==> src/rtl/dfg_operand_loader.sv <==
// Operand loader / result returner around the scheduled ALU datapath:
// gathers an 8-beat operand frame, launches a run, and hands back the result.
module dfg_operand_loader #(
    parameter int DATA_W  = 32,
    parameter int TIMEOUT = 64
) (
    input  logic              clk,
    input  logic              rst,
    input  logic              in_valid,
    input  logic [DATA_W-1:0] in_data,
    input  logic              in_last,
    output logic              in_ready,
    output logic [DATA_W-1:0] i1,
    output logic [DATA_W-1:0] i2,
    output logic [DATA_W-1:0] i3,
    output logic [DATA_W-1:0] i4,
    output logic [DATA_W-1:0] i5,
    output logic [DATA_W-1:0] i6,
    output logic [DATA_W-1:0] i7,
    output logic [DATA_W-1:0] i8,
    output logic              start,
    input  logic              done,
    input  logic [DATA_W-1:0] result_in,
    output logic              out_valid,
    output logic [DATA_W-1:0] out_data,
    input  logic              out_ready,
    output logic              busy,
    output logic              err_short,
    output logic              err_nolast,
    output logic              err_timeout,
    input  logic              err_clr
);

    localparam int CNT_W = $clog2(TIMEOUT + 1);
    localparam logic [CNT_W-1:0] WAIT_MAX = CNT_W'(TIMEOUT);

    typedef enum logic [1:0] {
        S_LOAD = 2'd0,
        S_WAIT = 2'd1,
        S_OUT  = 2'd2
    } state_t;

    state_t            state_q, state_d;
    logic [2:0]        cnt_q, cnt_d;
    logic [CNT_W-1:0]  wait_q, wait_d;
    logic [DATA_W-1:0] ops_q [8];
    logic [DATA_W-1:0] ops_d [8];
    logic              start_q, start_d;
    logic              out_valid_q, out_valid_d;
    logic [DATA_W-1:0] out_data_q, out_data_d;
    logic              err_short_q, err_short_d;
    logic              err_nolast_q, err_nolast_d;
    logic              err_timeout_q, err_timeout_d;
    logic              short_set_s, nolast_set_s, timeout_set_s;

    // Sticky error update: a new error in the same cycle as err_clr survives.
    function automatic logic sticky_next(input logic set_v, input logic clr_v, input logic cur_v);
        if (set_v) begin
            sticky_next = 1'b1;
        end else if (clr_v) begin
            sticky_next = 1'b0;
        end else begin
            sticky_next = cur_v;
        end
    endfunction

    // Next-state and datapath-register update for the LOAD/WAIT/OUT sequencer.
    always_comb begin
        state_d       = state_q;
        cnt_d         = cnt_q;
        wait_d        = wait_q;
        start_d       = 1'b0;
        out_valid_d   = out_valid_q;
        out_data_d    = out_data_q;
        short_set_s   = 1'b0;
        nolast_set_s  = 1'b0;
        timeout_set_s = 1'b0;
        for (int k = 0; k < 8; k++) begin
            ops_d[k] = ops_q[k];
        end

        case (state_q)
            S_LOAD: begin
                if (in_valid) begin
                    ops_d[cnt_q] = in_data;
                    if (cnt_q == 3'd7) begin
                        cnt_d        = 3'd0;
                        start_d      = 1'b1;
                        state_d      = S_WAIT;
                        wait_d       = CNT_W'(1);
                        nolast_set_s = ~in_last;
                    end else if (in_last) begin
                        // Short frame: drop it, keep whatever operands were written.
                        cnt_d       = 3'd0;
                        short_set_s = 1'b1;
                    end else begin
                        cnt_d = cnt_q + 3'd1;
                    end
                end else begin
                    cnt_d = cnt_q;
                end
            end
            S_WAIT: begin
                // A done seen during the start cycle belongs to the previous run.
                if (done && !start_q) begin
                    out_data_d  = result_in;
                    out_valid_d = 1'b1;
                    state_d     = S_OUT;
                    wait_d      = '0;
                end else if (wait_q == WAIT_MAX) begin
                    timeout_set_s = 1'b1;
                    state_d       = S_LOAD;
                    wait_d        = '0;
                end else begin
                    wait_d = wait_q + CNT_W'(1);
                end
            end
            S_OUT: begin
                if (out_ready) begin
                    out_valid_d = 1'b0;
                    state_d     = S_LOAD;
                end else begin
                    out_valid_d = 1'b1;
                end
            end
            default: begin
                state_d = S_LOAD;
            end
        endcase

        err_short_d   = sticky_next(short_set_s,   err_clr, err_short_q);
        err_nolast_d  = sticky_next(nolast_set_s,  err_clr, err_nolast_q);
        err_timeout_d = sticky_next(timeout_set_s, err_clr, err_timeout_q);
    end

    // State and output registers with asynchronous reset.
    always_ff @(posedge clk or posedge rst) begin
        if (rst) begin
            state_q       <= S_LOAD;
            cnt_q         <= 3'd0;
            wait_q        <= '0;
            start_q       <= 1'b0;
            out_valid_q   <= 1'b0;
            out_data_q    <= '0;
            err_short_q   <= 1'b0;
            err_nolast_q  <= 1'b0;
            err_timeout_q <= 1'b0;
            for (int k = 0; k < 8; k++) begin
                ops_q[k] <= '0;
            end
        end else begin
            state_q       <= state_d;
            cnt_q         <= cnt_d;
            wait_q        <= wait_d;
            start_q       <= start_d;
            out_valid_q   <= out_valid_d;
            out_data_q    <= out_data_d;
            err_short_q   <= err_short_d;
            err_nolast_q  <= err_nolast_d;
            err_timeout_q <= err_timeout_d;
            for (int k = 0; k < 8; k++) begin
                ops_q[k] <= ops_d[k];
            end
        end
    end

    assign in_ready    = (state_q == S_LOAD) && !rst;
    assign busy        = (state_q != S_LOAD);
    assign start       = start_q;
    assign out_valid   = out_valid_q;
    assign out_data    = out_data_q;
    assign err_short   = err_short_q;
    assign err_nolast  = err_nolast_q;
    assign err_timeout = err_timeout_q;
    assign i1 = ops_q[0];
    assign i2 = ops_q[1];
    assign i3 = ops_q[2];
    assign i4 = ops_q[3];
    assign i5 = ops_q[4];
    assign i6 = ops_q[5];
    assign i7 = ops_q[6];
    assign i8 = ops_q[7];

endmodule

==> config.mk <==
export PLATFORM = sky130hd
export DESIGN_NAME = dfg_operand_loader
export DESIGN_NICKNAME = d
export VERILOG_FILES = /design/src/rtl/dfg_operand_loader.sv
export SDC_FILE = /design/constraint.sdc
export NUM_CORES = 1
export LEC_CHECK = 0
export CORE_MARGIN = 4
export CORE_UTILIZATION = 50
export CTS_CLUSTER_SIZE = 10
export DETAILED_ROUTE_END_ITERATION = 16
export HOLD_SLACK_MARGIN = 0.05
export PLACE_DENSITY = 0.85
export SETUP_SLACK_MARGIN = 0.1
export SLEW_MARGIN = 10
export SYNTH_ARGS = -nofsm -noshare
export SYNTH_HDL_FRONTEND = slang
export SYNTH_SLANG_ARGS = --single-unit
export TNS_END_PERCENT = 50
==> constraint.sdc <==
create_clock -name clk -period 26 [get_ports clk]
set_input_delay 6.5 -clock clk [delete_from_list [all_inputs] [get_ports clk]]
set_output_delay 6.5 -clock clk [all_outputs]
set_load 0.02 [all_outputs]
==> results by group <==
Outcome
  – Result of the run: complete, no violations

Layout
  – Leading cell types in the layout, fill and taps excluded: 365 x sky130_fd_sc_hd__clkdlybuf4s50_1, 305 x sky130_fd_sc_hd__dfrtp_1, 259 x sky130_fd_sc_hd__mux2_2
  – Syn-to-layout area delta: 40.54%
  – Non-filler instance count after layout: 1414
  – Most common cell after layout, fill and taps aside: sky130_fd_sc_hd__clkdlybuf4s50_1
  – Post-route core utilization: 71.09%
  – Area taken by flip-flops and latches: 7632 µm²
  – Number of nets in the finished design: 1168
  – Number of diodes: 0
  – Fill count: 1567
  – Area of the multi-input gates: 3891 µm²
  – Layout cell share with drive strength beyond 1: 31.60%

Worst setup path
  – Kind of start point of the critical path: input pin
  – Worst Setup Path Type: input pin to output port
  – WP data arrival: 7.75 ns
  – Required time of the worst setup path: 19.50 ns
  – Kind of end point of the critical path: output port
  – Maximum fanout encountered on the critical timing path: 2

Detailed routing
  – Max Used Layer: met4
  – Met2 routed wirelength: 15160 µm
  – Antenna Nets Post-Route: 0
  – Detail-routed via count per cell: 5.216
  – Wire length after detailed routing: 30430 µm
  – Wire length on met1: 11720 µm
  – Number of optimization iterations in the first detailed-route pass: 4
  – DRC errors left: 0
  – Wire length per cell after detailed routing: 21.52 µm
  – Routed wire length on met3: 2877 µm
  – Routed via count: 7376
  – Number of design-rule violations left by the first detailed-router iteration: 251

Floorplanning
  – Rows: 56
  – Horiz. Die Dim: 161.9 µm
  – Die Footprint: 26200 µm²
  – Die Ht: 161.9 µm
  – Core area: 23400 µm²
  – Starting density of the core: 50.58%
  – Ports placed on the boundary: 366

Global routing
  – Residual overflow from global routing: 0
  – Pin count of the biggest net entering global routing: 87
  – All-layer global routing usage: 23.29%
  – First-pass GRT wire length: 47910 µm
  – Initial antenna violation count: 0
  – Via count of the first global-routing pass: 8138

Clock tree
  – Clock latency on the worst-skew pair: 0.49 ns
  – Hold-fix buffers at CTS: 0
  – CTS clk-pin slew, worst paths: 0.05 ns
  – Maximum clock insertion buffer count: 3
  – TritonCTS buffer count: 36
  – Clock tree from TritonCTS: done
  – Count of instances resized after the clock tree is built: 0
  – Post-CTS Repair Setup Buffers: 0
  – Clock root buffer: sky130_fd_sc_hd__clkbuf_16
  – Number of H-tree branching levels: 2
  – Clock sink total: 305

Yosys
  – Area share of and/or/nand/nor cells after synthesis: 2.621%
  – Main combinational cell family by area after synthesis: multiplexers
  – Ranking of synthesized cells by area: sky130_fd_sc_hd__dfrtp_1 64%, sky130_fd_sc_hd__mux2_2 25%, sky130_fd_sc_hd__mux2_4 3.3%, sky130_fd_sc_hd__buf_6 2.4%, sky130_fd_sc_hd__ha_1 0.53%
  – Avg Inst Size Synth: 16.70 µm²
  – Count of mapped cells out of synthesis: 709
  – Area share of the largest cell type after synthesis: 64.48%
  – Syn. warnings: 0
  – Complex-gate fraction of the synthesized area: 1.173%
  – Post-Syn Nets: 785
  – Count of distinct cell types in the synthesized netlist: 39
  – Flop and latch count out of synthesis: 305
  – Library cell with the largest summed area after synthesis: sky130_fd_sc_hd__dfrtp_1
  – Area share of fa/ha/maj cells after synthesis: 0.5285%
  – EDFF count, synth: 0
  – Sequential share of the synthesized area: 64.48%
  – Multiplexer fraction of the synthesized cell area: 28.22%
  – Cell area after technology mapping: 11840 µm²
  – Synthesized-area fraction occupied by xor and xnor cells: 0.1480%
  – Fraction of registers with async set or reset after synthesis: 100.0%
  – Dominant synthesized flop cell: sky130_fd_sc_hd__dfrtp_1

STA
  – Worst relative slew slack: 37.35%
  – RSZ-0062 raised after global routing: no
  – Actual transition at the worst max-transition pin: 0.9397 ns
  – Setup Viol. Count Final: 0
  – Number of pins with negative max-slew slack in the final report: 0
  – Hold violation count in the final report: 0
  – Sum Neg Setup Slack: 0 ns
  – Min cycle time layout: 14.25 ns
  – Ratio of final minimum period to clock period: 54.81%
  – Slack of the critical path: 11.75 ns
  – Fmax: 0.07018 GHz
  – Worst clock skew: 0.006842 ns

Power and ir drop
  – Part of the power in combinational logic: 37.0%
  – Switching Fraction: 31.53%
  – Pint: 1206 µW
  – Leak pwr: 0.007478 µW
  – Part of the total power dissipated in sequential elements: 38.8%
  – PnR Total Power: 1762 µW
  – Sw power: 555.5 µW
  – Clock power share: 24.2%
  – Maximum VDD drop: 0.00006631 V
  – Power density of the placed cells: 105.9 nW/µm²

Place
  – Number of buffers added on ports: 365
  – Placed wire-length estimate: 20300 µm
  – Final GP Congestion: 0.7887
  – Cells after DPL: 1373
  – Setup Slack @ Placement: 11.74 ns

Worst hold path
  – Worst hold path type: flip-flop to flip-flop

Run
  – Count of max-cap constraint violations: 0
[layout make-up]
type / count / share of cell area, %
flip-flops and latches: 305 / 45.88
multi-input cells: 366 / 23.39
repair buffers: 374 / 22.37
clock buffers: 41 / 5.716
well taps: 319 / 2.399
inverters: 9 / 0.2482
[flip-flops by register name (all words and copies together) (netlist names)]
| signal | count |
|---|---|
| i1 | 32 |
| cnt_q | 3 |
| err_short | 1 |
| i7 | 32 |
| err_nolast | 1 |
| i6 | 32 |
| wait_q | 7 |
| start | 1 |
| i3 | 32 |
| i8 | 32 |
| i4 | 32 |
| i5 | 32 |
| state_q | 2 |
| out_valid | 1 |
| err_timeout | 1 |
| out_data | 32 |
| i2 | 32 |
[critical path, stage by stage]
cell                              delay, ns
sky130_fd_sc_hd__clkdlybuf4s50_1       0.51
sky130_fd_sc_hd__nor2_1                0.13
sky130_fd_sc_hd__clkdlybuf4s50_1       0.61
[path summary, 6_finish.rpt]
check	depth (start not counted)	from	slack [ns]	end
worst max register to register	4	state_q[1]$_DFFE_PP0P_	23.21	i8[16]$_DFFE_PP0P_
worst min-delay path	1	out_valid$_DFFE_PP0P_	0.48	out_valid$_DFFE_PP0P_
max in group asynchronous	4	rst	17.31	i8[6]$_DFFE_PP0P_
worst max-delay path	3	rst	11.75	in_ready
min in group asynchronous	2	rst	6.52	i2[31]$_DFFE_PP0P_
worst min register to register	1	out_valid$_DFFE_PP0P_	0.48	out_valid$_DFFE_PP0P_
[cells in the mapped netlist, types with 2 or more instances]
master and count:
sky130_fd_sc_hd__dfrtp_1 305, sky130_fd_sc_hd__mux2_2 259, sky130_fd_sc_hd__mux2_4 26, sky130_fd_sc_hd__buf_6 25
sky130_fd_sc_hd__nand2_1 14, sky130_fd_sc_hd__inv_1 9, sky130_fd_sc_hd__nor2_1 8, sky130_fd_sc_hd__o21ai_0 6
sky130_fd_sc_hd__a21oi_1 5, sky130_fd_sc_hd__ha_1 5, sky130_fd_sc_hd__nand3_1 5, sky130_fd_sc_hd__buf_2 4
sky130_fd_sc_hd__a31oi_1 3, sky130_fd_sc_hd__mux2_1 3, sky130_fd_sc_hd__nand2_4 3, sky130_fd_sc_hd__and2_1 2
sky130_fd_sc_hd__nand2b_1 2, sky130_fd_sc_hd__nor2b_1 2, sky130_fd_sc_hd__nor3_4 2, sky130_fd_sc_hd__or2_2 2
[stage by stage]
| step | hold WS (ns) | cell area (µm²) |
|---|---|---|
| 6_report | 0.4755 | 16640 |
| 3_5_place_dp | 0.4697 | 15690 |
| 4_1_cts | 0.4762 | 16640 |
| 2_1_floorplan | 0.4447 | 11840 |
| 3_3_place_gp | 0.4606 | 15690 |
| 5_1_grt | 0.5119 | 16640 |
[power groups by stage]
stage / Clock, µW / Combinational (µW) / Sequential [µW]
final: 427 / 651 / 684
after CTS: 436 / 659 / 684
after global routing: 456 / 683 / 701
after detailed placement: 0 / 655 / 689
after global placement: 0 / 643 / 681
after floorplan: 0 / 156 / 847
[metal layers]
metal  vias up  track usage (%)
met5         -                0
met4         0            5.805
met2       297            40.20
met1      3757            28.09
li1       3271                -
met3        51            8.348
[logic make-up (layout without fill, tap and decap cells)]
logic type	Yosys count	in the layout
simple gates	49	49
xor+xnor	2	2
flops	305	305
buf+inv	38	424
fa+ha+maj	5	5
mux	288	288
compound gates	22	22
No activity file was read; power rests on OpenSTA's default activity.
